### src/rtl/exec_iter.sv
// Iterative execute unit: single-cycle ADD/SUB, shift-add multiply and restoring
// divide at one bit per cycle, with operand forwarding and a valid/ready output.
module exec_iter #(
    parameter int WIDTH = 16,
    parameter int CNT_W = 5
) (
    input  logic             clk,
    input  logic             rst,
    input  logic             in_valid,
    output logic             in_ready,
    input  logic [2:0]       op,
    input  logic [WIDTH-1:0] inA,
    input  logic [WIDTH-1:0] inB,
    input  logic [1:0]       fwd_A_sel,
    input  logic [1:0]       fwd_B_sel,
    input  logic [WIDTH-1:0] xm_data,
    input  logic [WIDTH-1:0] mw_data,
    input  logic             flush,
    output logic             out_valid,
    input  logic             out_ready,
    output logic [WIDTH-1:0] result,
    output logic             div_zero,
    output logic             busy
);

    typedef enum logic [1:0] {IDLE, MUL, DIV, DONE} state_t;

    localparam logic [CNT_W-1:0] LAST = CNT_W'(WIDTH - 1);

    state_t               state_q, state_d;
    logic [CNT_W-1:0]     cnt_q, cnt_d;
    logic [WIDTH-1:0]     opnd_q, opnd_d;
    logic [2*WIDTH-1:0]   prod_q, prod_d;
    logic                 hiSel_q, hiSel_d;
    logic                 out_valid_q, out_valid_d;
    logic [WIDTH-1:0]     result_q, result_d;
    logic                 div_zero_q, div_zero_d;

    logic [WIDTH-1:0]     srcA, srcB;
    logic                 accept;
    logic [WIDTH:0]       mulSum;
    logic [WIDTH:0]       divShift;
    logic [WIDTH:0]       divDiff;
    logic                 divFits;
    logic [WIDTH-1:0]     remNext;

    always_comb begin
        unique case (fwd_A_sel)
            2'b01:   srcA = xm_data;
            2'b10:   srcA = mw_data;
            default: srcA = inA;
        endcase
        unique case (fwd_B_sel)
            2'b01:   srcB = xm_data;
            2'b10:   srcB = mw_data;
            default: srcB = inB;
        endcase
    end

    assign in_ready = (state_q == IDLE) & (~out_valid_q | out_ready) & ~flush;
    assign accept   = in_valid & in_ready;
    assign busy     = (state_q == MUL) | (state_q == DIV);

    // prod_q holds {accumulator, multiplier} for MUL and {remainder, dividend/quotient} for DIV.
    assign mulSum   = {1'b0, prod_q[2*WIDTH-1:WIDTH]} + (prod_q[0] ? {1'b0, opnd_q} : '0);
    assign divShift = {prod_q[2*WIDTH-1:WIDTH], prod_q[WIDTH-1]};
    assign divDiff  = divShift - {1'b0, opnd_q};
    assign divFits  = divShift >= {1'b0, opnd_q};
    assign remNext  = divFits ? divDiff[WIDTH-1:0] : divShift[WIDTH-1:0];

    always_comb begin
        state_d     = state_q;
        cnt_d       = cnt_q;
        opnd_d      = opnd_q;
        prod_d      = prod_q;
        hiSel_d     = hiSel_q;
        out_valid_d = out_valid_q;
        result_d    = result_q;
        div_zero_d  = div_zero_q;

        if (flush) begin
            state_d     = IDLE;
            cnt_d       = '0;
            out_valid_d = 1'b0;
            div_zero_d  = 1'b0;
        end else begin
            unique case (state_q)
                IDLE: begin
                    if (out_valid_q && out_ready) begin
                        out_valid_d = 1'b0;
                        div_zero_d  = 1'b0;
                    end
                    if (accept) begin
                        hiSel_d = op[0];
                        cnt_d   = '0;
                        unique case (op)
                            3'b010, 3'b011: begin
                                opnd_d  = srcA;
                                prod_d  = {{WIDTH{1'b0}}, srcB};
                                state_d = MUL;
                            end
                            3'b100, 3'b101: begin
                                if (srcB == '0) begin
                                    result_d    = op[0] ? srcA : {WIDTH{1'b1}};
                                    out_valid_d = 1'b1;
                                    div_zero_d  = 1'b1;
                                end else begin
                                    opnd_d  = srcB;
                                    prod_d  = {{WIDTH{1'b0}}, srcA};
                                    state_d = DIV;
                                end
                            end
                            3'b001: begin
                                result_d    = srcA - srcB;
                                out_valid_d = 1'b1;
                                div_zero_d  = 1'b0;
                            end
                            default: begin
                                result_d    = srcA + srcB;
                                out_valid_d = 1'b1;
                                div_zero_d  = 1'b0;
                            end
                        endcase
                    end
                end
                MUL, DIV: begin
                    if (state_q == MUL) prod_d = {mulSum, prod_q[WIDTH-1:1]};
                    else                prod_d = {remNext, prod_q[WIDTH-2:0], divFits};
                    if (cnt_q == LAST) begin
                        cnt_d   = '0;
                        state_d = DONE;
                    end else begin
                        cnt_d = cnt_q + 1'b1;
                    end
                end
                DONE: begin
                    result_d    = hiSel_q ? prod_q[2*WIDTH-1:WIDTH] : prod_q[WIDTH-1:0];
                    out_valid_d = 1'b1;
                    div_zero_d  = 1'b0;
                    state_d     = IDLE;
                end
                default: state_d = IDLE;
            endcase
        end
    end

    always_ff @(posedge clk or negedge rst) begin
        if (!rst) begin
            state_q     <= IDLE;
            cnt_q       <= '0;
            opnd_q      <= '0;
            prod_q      <= '0;
            hiSel_q     <= 1'b0;
            out_valid_q <= 1'b0;
            result_q    <= '0;
            div_zero_q  <= 1'b0;
        end else begin
            state_q     <= state_d;
            cnt_q       <= cnt_d;
            opnd_q      <= opnd_d;
            prod_q      <= prod_d;
            hiSel_q     <= hiSel_d;
            out_valid_q <= out_valid_d;
            result_q    <= result_d;
            div_zero_q  <= div_zero_d;
        end
    end

    assign out_valid = out_valid_q;
    assign result    = result_q;
    assign div_zero  = div_zero_q;

endmodule

### config.mk
export PLATFORM = sky130hd
export DESIGN_NAME = exec_iter
export DESIGN_NICKNAME = d
export VERILOG_FILES = /design/src/rtl/exec_iter.sv
export SDC_FILE = /design/constraint.sdc
export NUM_CORES = 1
export LEC_CHECK = 0
export CORE_MARGIN = 2
export CORE_UTILIZATION = 35
export CTS_CLUSTER_SIZE = 25
export DETAILED_ROUTE_END_ITERATION = 6
export PLACE_DENSITY = 0.62
export SLEW_MARGIN = 20
export SYNTH_ARGS = -nofsm -noshare
export SYNTH_HDL_FRONTEND = slang
export SYNTH_SLANG_ARGS = --single-unit
export TNS_END_PERCENT = 10
### constraint.sdc
create_clock -name clk -period 6.05 [get_ports clk]
set_clock_uncertainty 0.1 [all_clocks]
set_input_delay 1.21 -clock clk [delete_from_list [all_inputs] [get_ports clk]]
set_output_delay 1.21 -clock clk [all_outputs]
set_load 0.01 [all_outputs]
* Yosys cells after proc, flatten, opt, wreduce, memory -nomap -nowiden
Index checks and enable logic that the tools add are counted.
** Operators by class
- Multiplexer cells :: 39
- Divide/modulo/power cells :: 0
- Reduce and logical (&&, ||, !) cells :: 17
- Equality and inequality tests :: 23
- Multipliers :: 0
- Shift operators :: 0
- Add/sub/neg operators :: 5
- $lt $le $gt $ge :: 1
- Bitwise operators :: 7
** Operators with widths (count)
- case mux 16 bit (2 select lines) :: 4
- case mux 32 bit (2 select lines) :: 2
- 2-to-1 mux 16 bit :: 7
- 2-to-1 mux 32 bit :: 3
- case mux 16 bit (3 select lines) :: 1
- subtractor 16 bit :: 2
- adder 16 x 16 -> 17 bit :: 1
- >= comparator 17 x 16 -> 1 bit :: 1
- adder 16 bit :: 1
- zero test 16 bit :: 1
- 2-to-1 mux 5 bit :: 3
- AND reduction 5 bit :: 3
- inequality test 3 bit (second input constant) :: 4
- case mux 5 bit (2 select lines) :: 1
- equality test 2 bit (second input constant) :: 4
- 2-to-1 mux 1 bit :: 8
- 2-to-1 mux 2 bit :: 4
- case mux 1 bit (2 select lines) :: 4
- equality test 2 x 1 -> 1 bit (second input constant) :: 3
- equality test 3 x 2 -> 1 bit (second input constant) :: 2
- equality test 3 bit (second input constant) :: 2
- inequality test 2 bit (second input constant) :: 3
- case mux 2 bit (3 select lines) :: 1
- nonzero test 2 bit :: 3
- other kinds (17) :: 24
** Word-level totals
- Memory bits (read-only) :: 0
- Input port bits :: 76
- Memories :: 0
- Bits in latches :: 0
- Register bits :: 74
- Bits in writable memories :: 0

* Longest topological paths before layout
Gate-level depths: netlist of run 1.
- Depth in word-level cells :: 8
- Depth in mapped cells :: 22
- Mapped depth without buffers :: 18

* Least setup slack after synthesis of run 1
OpenSTA, ideal clock, no wires.
- Kind :: input port to flip-flop
- From :: input fwd_B_sel[0]
- To :: register result_q[13], in the netlist result[13]
- Buffers on the path :: 4
- Library setup time :: 0.121 ns
- Cell stages on the path :: 22
- Slack :: 0.388 ns
- Arrival time :: 5.441 ns
- Data required time :: 5.829 ns
- Path through :: inv_1 > ha_1 > buf_4 > buf_2 > buf_2 > a221oi_1 > or2_2 > clkbuf_1 > ha_1 > nor4bb_1 > a31oi_2 > or3_4 > o21ai_0 > xnor2_1 > ha_1 > and2_1 > nand4_1 > a211oi_1 > o211ai_1 > a2111oi_0 > nor3_1 > a22o_1
** On the way
- Longest elaborated chain between the ends :: 6
- Elaborated cells between the ends (all ways) :: 11
** Ends and longest elaborated chain
- from (decl) :: line 15 : input logic [1:0] fwd_B_sel,
- equality test 2 bit / equality test 2 x 1 -> 1 bit (equally long branches) :: line 53 : unique case (fwd_B_sel)
- case mux 16 bit (2 select lines) (*) :: line 53
- adder 16 bit / subtractor 16 bit (equally long branches) :: line 119, 114
- case mux 16 bit (3 select lines) :: line 96 : unique case (op)
- 2-to-1 mux 16 bit :: line 93 : if (accept) begin
- case mux 16 bit (2 select lines) :: line 87 : unique case (state_q)
- to (signal assigned) :: line 164 : result_q <= result_d;
- to (decl) :: line 36 : logic [WIDTH-1:0] result_q, result_d;
Every way passes the cells marked *; elsewhere a longest branch is shown, timed or not. The select of a mux whose other input is x is not followed.
A chain may end at the register's enable or synchronous reset.

* Worst setup path in the final report of run 1
- From :: input fwd_B_sel[0]
- To :: register result_q[15], in the netlist result[15]
The elaborated chain is that of the path after synthesis.

==> parameters.txt, run 1 <==
Parameter                              Value

Hold path
  Destination of the worst hold path ... cnt_q[4]
  Hold/Removal Path Class ... register to register
  Depth of the worst hold-timing path ... 1
  Worst hold start ... cnt_q[4]

Power
  VDD IR max ... 0.230 mV
  Total power per unit cell area ... 472 nW/um^2
  Leakage power total ... 3.99 nW

Routing
  Total DRC errors in the routed layout ... 0
  Number of vias per cell after detailed routing ... between 5 and 6
  Total routed wire length on the met1 layer ... 12,200 um
  Antenna-violating nets left ... 0
  Highest metal layer with signal wires ... met4
  Overall routed net length ... 25,700 um
  DR pass1 iterations ... 5
  Number of DRC violations after detailed-routing iteration 0 ... 646
  Via count ... between 7,000 and 8,000
  WL/cell ... 18.5 um
  Met3 layer wire length in the routed design ... 1380 um
  Met2 routed WL ... 11,400 um

Yosys
  Most numerous cell in the Yosys netlist ... sky130_fd_sc_hd__o21ai_0
  Dominant cells by area after synthesis ... sky130_fd_sc_hd__dfrtp_1 23%, sky130_fd_sc_hd__ha_1 9.7%, sky130_fd_sc_hd__o21ai_0 7.8%
  Syn Inst Count ... 1,028
  Synth Cell Area ... roughly 8000 um^2
  Number of synthesis warnings ... 0
  Number of synthesized flops with an enable pin ... 0
  Post-synthesis sequential area ratio ... 23.1%
  Cell type with the highest aggregate area in the netlist ... sky130_fd_sc_hd__dfrtp_1
  Async set or reset register ratio after synthesis ... 100%
  Number of distinct standard cells referenced by the synthesized netlist ... 77
  Ranking of synthesized cells by instance count ... 125 x sky130_fd_sc_hd__o21ai_0, 102 x sky130_fd_sc_hd__nand2_1, 79 x sky130_fd_sc_hd__nor2_1
  Main synth FF type ... sky130_fd_sc_hd__dfrtp_1
  Syn Nets ... approximately 1,200
  Yosys top cell area share ... 23.1%
  Flop and latch count out of synthesis ... 74
  Average cell area after synthesis ... 7.80 um^2

Timing
  Final number of setup-violating endpoints ... 0
  Slew of the pin with the lowest slew margin ... 1.22 ns
  Share of the cycle needed by the critical path after routing ... 94.7%
  Hold violation total from the final report ... 0
  Fmax ... 175 MHz
  Setup repair after global routing missed its margin ... false
  Min Tclk post-route ... about 5.7 ns
  Worst-case headroom to the max-slew limit ... between 10% and 20%
  Final number of max-transition violations ... 0

Die
  Initial core utilization ... between 30 and 40%
  Total die area ... roughly 24,000 um^2
  Top-Level Pins ... 96
  Std-Cell Core Area ... 22,600 um^2
  DIE HEIGHT ... ~160 um
  DIE WIDTH ... 155 um
  Floorplan row count ... 55

Layout
  Inserted Diodes ... 0
  Post-route cell area ... 9510 um^2
  Area Overhead vs Synth ... 18.6%
  Layout fillers ... 2,301
  Multi-input combinational cell area ... between 5000 and 6000 um^2
  Number of nets in the layout ... 1,240
  Final std cells w/o fill ... 1,389
  Combined flip-flop and latch cell area ... 1850 um^2
  Share of layout cells above drive strength 1 ... ~7.5%
  Final cell utilization of the core ... 42.1%

Global routing
  Largest net degree at the start of global routing ... 75
  Vias in the first global route ... 7,354
  Total routing usage reported by global routing ... 21.5%
  Initial antenna violation count ... 0
  Total global routing overflow ... 0
  First-pass GRT wire length ... approximately 41,000 um

Clocking
  CTS Hold Bufs ... 0
  TritonCTS clock tree ... built
  Maximum root-to-sink buffer count ... 2
  Clk_lat worst skew ... 0.35 ns
  Total CTS buffers ... 9
  Root cell of the clock tree ... sky130_fd_sc_hd__clkbuf_16
  Number of setup buffers added after CTS ... 0
  Worst-path clk slew ... ~0.07 ns
  Number of H-tree levels ... 3
  Post_cts resized ... 0
  CTS sink cnt ... 74

Setup path
  Worst flop-to-flop path startpoint ... prod_q[0]
  Endpoint arrival time on the critical path ... 5.90 ns
  Critical path launch point type ... primary input
  Register-to-Register Setup Slack ... between 2 and 2.5 ns
  Worst Path Required ... 6.22 ns
  Crit path capture type ... register
  Reg2Reg Capture Point ... prod_q[31]
  Class of the most critical setup path ... primary input to register
  Worst Reg2Reg Path Length in Cells ... 10
  Largest fanout on the critical path ... 5

Place
  Post-DP HPWL ... 20,400 um
  Placer's final routability congestion estimate ... 0.932
  Number of buffer cells added on primary ports ... 95
  Placed Area ... 9210 um^2
  Placed insts ... 1,373

Flow run
  Maxcap violations ... 0

Outcome
  Result of the run ... complete, no violations
stage by stage:
stage          setup WS [ns]  power, W  setup TNS, ns  hold slack (ns)
2_1_floorplan          0.388   0.00305              0            0.359
3_3_place_gp          0.0882   0.00390              0            0.377
3_5_place_dp         -0.0862   0.00392        -0.0862            0.391
4_1_cts                0.259   0.00447              0            0.404
5_1_grt               0.0889   0.00487              0            0.430
6_report               0.321   0.00449              0            0.400
layout by cell type, fill, tap and decap left out, types with 8 or more instances in the layout:
master / count
sky130_fd_sc_hd__buf_4: 23
sky130_fd_sc_hd__nor3_1: 24
sky130_fd_sc_hd__nand2_1: 102
sky130_fd_sc_hd__nand3_1: 9
sky130_fd_sc_hd__o211ai_1: 10
sky130_fd_sc_hd__inv_1: 49
sky130_fd_sc_hd__a31oi_1: 11
sky130_fd_sc_hd__xor2_1: 16
sky130_fd_sc_hd__o21a_1: 17
sky130_fd_sc_hd__and3_1: 8
sky130_fd_sc_hd__a22oi_1: 24
sky130_fd_sc_hd__xnor2_1: 24
sky130_fd_sc_hd__o21ai_0: 125
sky130_fd_sc_hd__nor2_1: 79
sky130_fd_sc_hd__ha_1: 61
sky130_fd_sc_hd__a221oi_1: 10
sky130_fd_sc_hd__a21o_1: 14
sky130_fd_sc_hd__a211oi_1: 12
sky130_fd_sc_hd__clkdlybuf4s50_1: 94
sky130_fd_sc_hd__mux2_2: 18
sky130_fd_sc_hd__clkbuf_16: 9
sky130_fd_sc_hd__a21oi_1: 77
sky130_fd_sc_hd__mux2i_1: 37
sky130_fd_sc_hd__a32o_1: 9
sky130_fd_sc_hd__and2_1: 19
sky130_fd_sc_hd__or2_2: 9
sky130_fd_sc_hd__dfrtp_1: 74
sky130_fd_sc_hd__nor2b_1: 14
worst max-delay path by stage:
stage / to / from / slack, ns
finish: result[15] / fwd_B_sel[0] / 0.32
CTS: result[13] / fwd_B_sel[0] / 0.26
detailed placement: result[13] / fwd_B_sel[0] / -0.09
floorplan: result[13] / fwd_B_sel[0] / 0.39
global placement: result[13] / fwd_B_sel[0] / 0.09
global route: result[15] / fwd_B_sel[0] / 0.09
final cells by class:
| type | count | area share [%] |
|---|---|---|
| repair buffers | 118 | 11.8 |
| flip-flops and latches | 74 | 19.5 |
| clock buffers | 9 | 2.37 |
| well taps | 285 | 3.75 |
| clock inverters | 7 | 0.632 |
| multi-input cells | 846 | 60.0 |
| inverters | 50 | 1.97 |
kinds of logic after synthesis:
logic type / after synthesis / synth area share, %
DFF: 74 / 23.1
xor gates and xnor gates: 40 / 4.37
muxes: 55 / 7.15
buffers and inverters: 108 / 5.88
and+or+nand+nor: 299 / 17.7
adders and majority gates: 65 / 10.4
AOI/OAI and AO/OA: 387 / 31.4
per-layer routing:
metal  global-route usage, %  vias up
met3                    3.70       26
met1                    30.0     3744
met5                       0        -
met2                    33.6      258
met4                    6.90        0
li1                        -     3930
worst max-delay path, stage by stage:
cell	delay (ns)
sky130_fd_sc_hd__clkdlybuf4s50_1	0.55
sky130_fd_sc_hd__inv_1	0.06
sky130_fd_sc_hd__ha_1	0.35
sky130_fd_sc_hd__a221oi_1	0.30
sky130_fd_sc_hd__or2_2	0.22
sky130_fd_sc_hd__ha_1	0.21
sky130_fd_sc_hd__nor4bb_1	0.38
sky130_fd_sc_hd__a31oi_2	0.09
sky130_fd_sc_hd__or3_4	0.44
sky130_fd_sc_hd__o21ai_0	0.22
sky130_fd_sc_hd__xnor2_1	0.14
sky130_fd_sc_hd__ha_1	0.25
sky130_fd_sc_hd__buf_4	0.15
sky130_fd_sc_hd__nand2_1	0.08
sky130_fd_sc_hd__o21ai_0	0.10
sky130_fd_sc_hd__a21o_1	0.21
sky130_fd_sc_hd__o211ai_1	0.27
sky130_fd_sc_hd__a21oi_1	0.12
sky130_fd_sc_hd__or3_1	0.38
sky130_fd_sc_hd__a31oi_1	0.17
power breakdown:
group | switching [W] | internal (W) | leakage (nW)
sequential | 0.000256 | 0.000702 | 0.930
clock | 0.000245 | 0.000284 | 0.131
combinational | 0.00173 | 0.00127 | 2.93
sequential cells by signal, summed over array words and instances, names as in the netlist:
signal,flops
state_q,2
opnd_q,16
div_zero,1
cnt_q,5
hiSel_q,1
out_valid,1
result,16
prod_q,32
Note: power is estimated with default switching activity, not from simulation.
==> run 2, diff against run 1 <==
- DONT_BUFFER_PORTS: unset -> 1
- PLACE_DENSITY: 0.62 -> 0.57
==> run 2 against run 1 <==
Effect of this change:
- cell count down 7.3%
- sequential power up 3.5%
- combinational power down 8.0%
- non-clock buffer count down 102
- largest cell class unchanged
- largest power group unchanged
==> parameters.txt, run 2 (same netlist as run 1, synthesis figures left out) <==
Parameter                              Value

Outcome
  Result of the run ... complete, no violations (unchanged)

Power
  Switching share of total power ... 50.2% (was 49.6%)
  Final total power ... 0.00433 W (was 0.00449 W)
  VDD IR max ... 0.174 mV (was 0.230 mV)
  Internal portion of total power ... 0.00216 W (was 0.00226 W)
  Total power per unit cell area ... 508 nW/um^2 (was 472 nW/um^2)
  Sw power ... 0.00217 W (was 0.00223 W)
  Relative contribution of the clock network to total power ... 13.3% (was 11.8%)
  Leakage power total ... 3.60 nW (was 3.99 nW)
  Share of power burned in registers ... 22.9% (was 21.4%)
  Combinational cell fraction of total power ... 63.8% (was 66.8%)

Timing
  Share of the cycle needed by the critical path after routing ... 87.6% (was 94.7%)
  Min Tclk post-route ... 5.30 ns (was 5.73 ns)
  Fmax ... 189 MHz (was 175 MHz)
  Slew of the pin with the lowest slew margin ... 0.860 ns (was 1.22 ns)
  Worst-case headroom to the max-slew limit ... 42.1% (was 18.9%)
  Sum Neg Setup Slack ... 0 ns (unchanged)
  Setup repair after global routing missed its margin ... false (unchanged)
  Final number of max-transition violations ... 0 (unchanged)
  Hold violation total from the final report ... 0 (unchanged)
  Final number of setup-violating endpoints ... 0 (unchanged)

Place
  Post-DP HPWL ... 19,700 um (was 20,400 um)
  Placer's final routability congestion estimate ... 1.01 (was 0.932)
  Number of buffer cells added on primary ports ... 0 (was 95)

Routing
  DR pass1 iterations ... 5 (unchanged)
  Overall routed net length ... 25,300 um (was 25,700 um)
  WL/cell ... 19.6 um (was 18.5 um)
  Total DRC errors in the routed layout ... 0 (unchanged)
  Number of DRC violations after detailed-routing iteration 0 ... 555 (was 646)
  Via count ... 7,515 (was 7,958)
  Number of vias per cell after detailed routing ... 5.84 (was 5.73)
  Antenna-violating nets left ... 0 (unchanged)

Layout
  Inserted Diodes ... 0 (unchanged)
  Number of nets in the layout ... 1,138 (was 1,240)
  Most frequent cells in the layout ... 125 x sky130_fd_sc_hd__o21ai_0, 102 x sky130_fd_sc_hd__nand2_1, 79 x sky130_fd_sc_hd__nor2_1 (was 125 x sky130_fd_sc_hd__o21ai_0, 102 x sky130_fd_sc_hd__nand2_1, 94 x sky130_fd_sc_hd__clkdlybuf4s50_1)
  Register with the highest flop count ... prod_q (unchanged)
  Area Overhead vs Synth ... 6.42% (was 18.6%)
  Number of flip-flops under the largest register name ... 32 (unchanged)
  Share of layout cells above drive strength 1 ... 7.58% (was 7.52%)
  Leading cell type in the layout, fill and taps excluded ... sky130_fd_sc_hd__o21ai_0 (unchanged)

Global routing
  Vias in the first global route ... 7,351 (was 7,354)
  Initial antenna violation count ... 0 (unchanged)
  First-pass GRT wire length ... 40,300 um (was 40,900 um)
  Total global routing overflow ... 0 (unchanged)
  Largest net degree at the start of global routing ... 75 (unchanged)
  Total routing usage reported by global routing ... 21.1% (was 21.5%)

Setup path
  Critical path launch point type ... primary input (unchanged)
  Class of the most critical setup path ... primary input to register (unchanged)
  Largest fanout on the critical path ... 5 (unchanged)
  Crit path capture type ... register (unchanged)
  Endpoint arrival time on the critical path ... 5.44 ns (was 5.90 ns)
  Worst Path Required ... 6.19 ns (was 6.22 ns)

Flow run
  Maxcap violations ... 0 (unchanged)

Die
  Top-Level Pins ... 96 (unchanged)
  Std-Cell Core Area ... 22,600 um^2 (unchanged)
  Initial core utilization ... 35.5% (unchanged)
  Floorplan row count ... 55 (unchanged)
  Total die area ... 24,100 um^2 (unchanged)
  DIE WIDTH ... 155 um (unchanged)
  DIE HEIGHT ... 155 um (unchanged)

Hold path
  Hold/Removal Path Class ... register to register (unchanged)

Clocking
  Total CTS buffers ... 9 (unchanged)
  Root cell of the clock tree ... sky130_fd_sc_hd__clkbuf_16 (unchanged)
  Clk_lat worst skew ... 0.35 ns (about the same)
  Maximum root-to-sink buffer count ... 2 (unchanged)
  Number of setup buffers added after CTS ... 0 (unchanged)
  CTS Hold Bufs ... 0 (unchanged)
  Number of H-tree levels ... 3 (unchanged)
  CTS sink cnt ... 74 (unchanged)
  Post_cts resized ... 0 (unchanged)
  Worst-path clk slew ... 0.07 ns (about the same)
  TritonCTS clock tree ... built (unchanged)
run 2: power by group through the flow:
stage / sequential (W) / clock [W] / combinational [W]
after floorplan: 0.000868 / 0 / 0.00218
after global placement: 0.000999 / 0 / 0.00271
after detailed placement: 0.000999 / 0 / 0.00273
after CTS: 0.000991 / 0.000582 / 0.00274
after global routing: 0.00102 / 0.000602 / 0.00308
final: 0.000993 / 0.000576 / 0.00276
run 2: final timing paths:
check	slack [ns]	start	endpoint	cells after the start
max	0.75	fwd_B_sel[0]	result[13]	18
min	0.39	cnt_q[4]	cnt_q[4]	1
max reg2reg	2.45	prod_q[0]	prod_q[31]	10
min reg2reg	0.39	cnt_q[4]	cnt_q[4]	1
max in group asynchronous	5.24	rst	opnd_q[2]	0
min in group asynchronous	0.46	rst	prod_q[22]	0
run 2: final cells by class:
cell class | instances | area (um^2)
fill | 2375 | 14000
multi-input combinational | 846 | 5700
sequential | 74 | 1850
tap | 285 | 357
clock buffer | 10 | 239
inverter | 50 | 188
timing repair buffer | 16 | 120
clock inverter | 6 | 73.8
run 2: worst max-delay path, stage by stage:
cell                        delay, ns
sky130_fd_sc_hd__inv_1           0.02
sky130_fd_sc_hd__ha_1            0.33
sky130_fd_sc_hd__a221oi_1        0.30
sky130_fd_sc_hd__or2_2           0.22
sky130_fd_sc_hd__ha_1            0.21
sky130_fd_sc_hd__nor4bb_1        0.34
sky130_fd_sc_hd__a31oi_2         0.10
sky130_fd_sc_hd__or3_4           0.45
sky130_fd_sc_hd__o21ai_0         0.21
sky130_fd_sc_hd__xnor2_1         0.09
sky130_fd_sc_hd__ha_1            0.36
sky130_fd_sc_hd__and2_1          0.17
sky130_fd_sc_hd__nand4_1         0.10
sky130_fd_sc_hd__a211oi_1        0.33
sky130_fd_sc_hd__o211ai_1        0.21
sky130_fd_sc_hd__a2111oi_0       0.47
sky130_fd_sc_hd__nor3_1          0.12
sky130_fd_sc_hd__a22o_1          0.20
run 2: per-stage QoR:
step	hold slack (ns)	util (%)	area (um^2)	std cells	worst slack (ns)
finish	0.392	37.8	8530	1287	0.748
global route	0.444	37.8	8530	1287	0.339
CTS	0.400	37.8	8530	1287	0.810
detailed placement	0.388	36.4	8210	1271	0.493
global placement	0.377	36.4	8210	1271	0.524
floorplan	0.359	-	8020	1028	0.388
run 2: layer usage:
metal	GRT usage (%)	wire (um)	vias up
li1	-	-	3724
met1	28.6	11500	3513
met5	0	0	-
met4	7.60	837	0
met2	33.8	11300	239
met3	3.84	1570	39
